File: src/rtl/branch_cond_unit.sv
// branch_cond_unit: ALU flag register, branch condition evaluation, registered PC redirect and flush window.
// Optional macro BRANCH_STATS_EN adds saturating taken_cnt / nottaken_cnt outputs.
module branch_cond_unit #(
    parameter int PC_W      = 8,
    parameter int FLUSH_CYC = 2
) (
    input  logic            clk,
    input  logic            rst_n,
    input  logic [3:0]      flag_in,
    input  logic            flag_we,
    input  logic            stall,
    input  logic            br_valid,
    output logic            br_ready,
    input  logic [2:0]      br_cond,
    input  logic [PC_W-1:0] br_pc,
    input  logic [7:0]      br_off,
    output logic            redirect_valid,
    output logic [PC_W-1:0] redirect_pc,
    output logic            flush,
    output logic [3:0]      flags_q
`ifdef BRANCH_STATS_EN
    ,
    output logic [15:0]     taken_cnt,
    output logic [15:0]     nottaken_cnt
`endif
);
    typedef enum logic {IDLE, FLUSH} state_t;
    state_t          state_q, state_d;
    logic [3:0]      cnt_q, cnt_d, flags_d, eff;
    logic            redirect_valid_q, redirect_valid_d;
    logic [PC_W-1:0] redirect_pc_q, redirect_pc_d, target;
    logic [PC_W+7:0] off_ext;
    logic [7:0]      cond_vec;
    logic            flag_cap, accept, taken;

    // handshake, bypassed flags, condition lookup and branch target
    always_comb begin
        flag_cap = flag_we & ~stall;
        accept   = br_valid & (state_q == IDLE) & ~stall;
        br_ready = (state_q == IDLE) & ~stall & rst_n;
        eff      = flag_cap ? flag_in : flags_q;
        flags_d  = eff;
        cond_vec = {1'b0, eff[0], eff[1], ~eff[2], eff[2], ~eff[3], eff[3], 1'b1};
        taken    = cond_vec[br_cond];
        off_ext  = {{PC_W{br_off[7]}}, br_off};
        target   = br_pc + PC_W'(1) + off_ext[PC_W-1:0];
    end

    // redirect / flush sequencing: one-cycle redirect pulse, then FLUSH_CYC cycles of flush
    always_comb begin
        state_d          = state_q;
        cnt_d            = cnt_q;
        redirect_valid_d = 1'b0;
        redirect_pc_d    = redirect_pc_q;
        if (state_q == FLUSH) begin
            if (cnt_q == 4'd0) state_d = IDLE;
            else cnt_d = cnt_q - 4'd1;
        end else if (accept && taken) begin
            state_d          = FLUSH;
            cnt_d            = 4'(FLUSH_CYC - 1);
            redirect_valid_d = 1'b1;
            redirect_pc_d    = target;
        end
    end

    // state registers
    always_ff @(posedge clk or negedge rst_n) begin
        if (!rst_n) begin
            state_q          <= IDLE;
            cnt_q            <= 4'd0;
            flags_q          <= 4'h0;
            redirect_valid_q <= 1'b0;
            redirect_pc_q    <= '0;
        end else begin
            state_q          <= state_d;
            cnt_q            <= cnt_d;
            flags_q          <= flags_d;
            redirect_valid_q <= redirect_valid_d;
            redirect_pc_q    <= redirect_pc_d;
        end
    end

    assign redirect_valid = redirect_valid_q;
    assign redirect_pc    = redirect_pc_q;
    assign flush          = (state_q == FLUSH);

`ifdef BRANCH_STATS_EN
    logic [15:0] taken_cnt_q, taken_cnt_d, nottaken_cnt_q, nottaken_cnt_d;

    // saturating per-outcome counters of accepted branches
    always_comb begin
        taken_cnt_d    = taken_cnt_q + 16'(accept & taken & ~&taken_cnt_q);
        nottaken_cnt_d = nottaken_cnt_q + 16'(accept & ~taken & ~&nottaken_cnt_q);
    end

    // counter registers
    always_ff @(posedge clk or negedge rst_n) begin
        if (!rst_n) begin
            taken_cnt_q    <= 16'd0;
            nottaken_cnt_q <= 16'd0;
        end else begin
            taken_cnt_q    <= taken_cnt_d;
            nottaken_cnt_q <= nottaken_cnt_d;
        end
    end

    assign taken_cnt    = taken_cnt_q;
    assign nottaken_cnt = nottaken_cnt_q;
`endif
endmodule

File: config.mk
export PLATFORM = sky130hd
export DESIGN_NAME = branch_cond_unit
export DESIGN_NICKNAME = d
export VERILOG_FILES = /design/src/rtl/branch_cond_unit.sv
export SDC_FILE = /design/constraint.sdc
export NUM_CORES = 1
export LEC_CHECK = 0
export CORE_MARGIN = 2
export CORE_UTILIZATION = 45
export CTS_BUF_LIST = sky130_fd_sc_hd__clkbuf_2
export DETAILED_ROUTE_END_ITERATION = 12
export PLACE_DENSITY = 0.81
export RECOVER_POWER = 100
export SKIP_CTS_REPAIR_TIMING = 1
export SYNTH_ARGS = -nofsm -noshare
export SYNTH_HDL_FRONTEND = slang
export SYNTH_SLANG_ARGS = --single-unit
File: constraint.sdc
create_clock -name clk -period 2.9 [get_ports clk]
set_clock_uncertainty 0.05 [all_clocks]
set_input_delay 0.435 -clock clk [delete_from_list [all_inputs] [get_ports clk]]
set_output_delay 0.435 -clock clk [all_outputs]
set_load 0.1 [all_outputs]
==> results of run 1 <==
placed cells by master (no fill, tap or decap):
master           Yosys  routed
o211ai_1             1       1
buf_4                0       3
clkinv_1             0       1
o22ai_1              2       2
xnor2_1              6       6
mux2_2               4       3
mux2i_1              3       4
ha_1                 8       8
mux2_1               0       7
o21ai_0              1       1
a21oi_1              3       3
o21bai_1             1       1
a31oi_1              1       2
mux2_4               9       3
nor3_1               2       2
and3_4               1       1
buf_12               0       1
clkbuf_2             0       3
nor2_1               5       5
xor2_1               1       1
o21a_1               2       2
nand2b_1             0       2
inv_1               12      12
nand2_1              2       2
dlygate4sd3_1        0       1
dfrtp_1             18      18
nand3_1              1       1
nor3b_1              1       1
or3_1                1       1
o311ai_4             1       1
and2_0               0       1
clkdlybuf4s50_1      0      26
fa_1                 1       1
clkbuf_1             0      14
nor2b_1              3       3
a311o_1              1       1
power breakdown:
| group | internal [uW] | switching [uW] | leakage [uW] | total [uW] |
|---|---|---|---|---|
| registers | 348 | 69.1 | 0.000217 | 417 |
| logic | 216 | 725 | 0.000434 | 942 |
| clock network | 30.0 | 69.9 | 0.0000140 | 99.9 |
cell families after synthesis:
group	Yosys count
and+or+nand+nor	19
DFF	18
muxes	17
AOI/OAI and AO/OA	14
buffers and inverters	13
adders and majority gates	9
xor gates and xnor gates	7
metrics by stage:
step / cell area [um2] / hold WS [ps] / util / cells
CTS: 1620 / 406 / 0.660 / 175
global placement: 1600 / 451 / 0.652 / 171
global route: 1510 / 458 / 0.616 / 175
detailed placement: 1600 / 454 / 0.652 / 171
finish: 1510 / 465 / 0.616 / 175
floorplan: 1160 / 89.4 / - / 97
sequential cells by signal (all words and copies together) (netlist names):
register        flops
redirect_pc         8
cnt_q               4
flags_q             4
flush               1
redirect_valid      1
layout make-up:
cell class | count | share of cell area
Clock inverter | 1 | 0.00248
Inverter | 12 | 0.0298
Multi-Input combinational cell | 66 | 0.393
Sequential cell | 18 | 0.298
Tap cell | 30 | 0.0248
Clock buffer | 3 | 0.00993
Timing Repair Buffer | 45 | 0.242
worst paths after layout:
kind / endpoint / startpoint / slack (ps) / depth (start not counted)
worst max register to register: cnt_q[0] / flags_q[2] / 830 / 7
worst min register to register: redirect_pc[7] / redirect_pc[7] / 470 / 1
max in group asynchronous: redirect_pc[0] / rst_n / 2110 / 2
min in group asynchronous: cnt_q[2] / rst_n / 480 / 2
worst max-delay path: redirect_pc[2] / stall / 320 / 8
worst min-delay path: redirect_pc[7] / redirect_pc[7] / 470 / 1
critical path, cell delays in order:
cell and delay [ps]:
clkdlybuf4s50_1 480, nand2b_1 240, mux2_1 390, mux2i_1 270, o311ai_4 100, a31oi_1 250, buf_4 210, mux2_1 330
metal layers:
layer / track usage / vias up
met5: 0 / -
met4: 0.0500 / 0
met3: 0.0164 / 2
met2: 0.288 / 33
met1: 0.216 / 408
li1: - / 429
==> results.md, run 1 <==
- Adder-cell share of the synthesized area: 0.103
- Worst slew pin tran: 1180 ps
- Fmax: 0.388 GHz
- Seq/Total Area, Yosys: 0.388
- Area of the multi-input gates: 594 um2
- HP Class: reg -> reg
- Met2 WL: 1.08 mm
- Core ar.: 0.00245 mm2
- Clk Latency, worst-skew pair: 280 ps
- Commonest cells in the synthesized netlist: dfrtp_1, inv_1, mux2_4
- Crit-path max FO: 8
- WL met1: 942 um
- Vias in the first global route: 889
- Most common cell in the netlist: dfrtp_1
- Via Count: 872
- Yosys top cell area share: 0.388
- Synth Area in XOR/XNOR: 0.0528
- Layout area overhead: 30.2%
- Layout cells sized above 1: 0.103
- Max Slew Vio Count: 0
- Main combinational cell family by area after synthesis: multiplexers
- Met3 routed WL: 169 um
- Largest cells by area after synthesis: dfrtp_1, mux2_4, ha_1
- Final worst-path setup slack: 325 ps
- Crit path kind: in -> reg
- Status: finished, final reports clean
- Syn Std Cell Area: 0.00116 mm2
- CTS tree: yes
- Post-DRT Antenna Nets: 0
- CTS Sinks: 18
- Arr. time, crit path: 2700 ps
- RSZ-0062 raised after global routing: no
- Pwr dens: 965 mW/mm2
- Antenna Cells: 0
- Async SR Flop Fraction: 1.00
- Die width: 54.8 um
- Simple-Gate Fraction of Synth Area: 0.102
- H-tree Lvls: 1
- Yosys reg bits: 18
- HPWL Detailed: 1.84 mm
- Global Route Usage Sum: 0.166
- Initial Utilization: 0.473
- Post-synth EDFFs: 0
- Final setup fails: 0
- Initial antenna violation count: 0
- DR WL/cell: 12.6 um
- Root buf cell: clkbuf_2
- Leakage: 0.000665 uW
- Fillers: 229
- Fin Setup TNS: 0 ps
- Crit end category: register
- # DRC: 0
- First-pass GRT wire length: 3.64 mm
- Post-Syn Instances: 97
- Via density: 4.98
- Highest Signal Layer: met4
- Startpoint Class: input pin
- Leading area contributor after synthesis: dfrtp_1
- Minimum clock period: 2580 ps
- Die Height: 54.8 um
- Max_slew headroom: 0.215
- Maxcap violations: 0
- TritonCTS buffer count: 3
- Reg clk slew, reported paths: 160 ps
- Synth Flop Type: dfrtp_1
- Final Wtd Congestion: 0.686
- CTS max path bufs: 2
- Post-synthesis compound-gate area fraction: 0.109
- Routed WL: 2.20 mm
- Iter 0 DRT Violations: 6
- Global route overflow: 0
- I/O Buffers: 42
- Post-synthesis mux area share: 0.193
- Row cnt: 18
- Pin count of the biggest net entering global routing: 20
- Design Power: 1460 uW
- Pre-CTS setup slack: 217 ps
- Syn Area/Cell: 12.0 um2
- Syn Nets: 134
- Unique masters post-synth: 31
- FF+latch area: 450 um2
- Length of the first detailed-routing pass in iterations: 3
- Synthesis Warnings: 0
- Layout Nets: 183
- Worst Path Required: 3030 ps
- Final period util: 0.888
- IO Pins: 43
- Endpoints failing hold: 0
- Die footprint: 0.00300 mm2
- Maximum vdd ir drop: 620 uV
No activity file was read; power rests on OpenSTA's default activity.
==> run 2, diff against run 1 <==
- SETUP_SLACK_MARGIN: unset -> 0.3
==> results of run 2 <==
Final layout, timing and power as in run 1 (identical DEF).
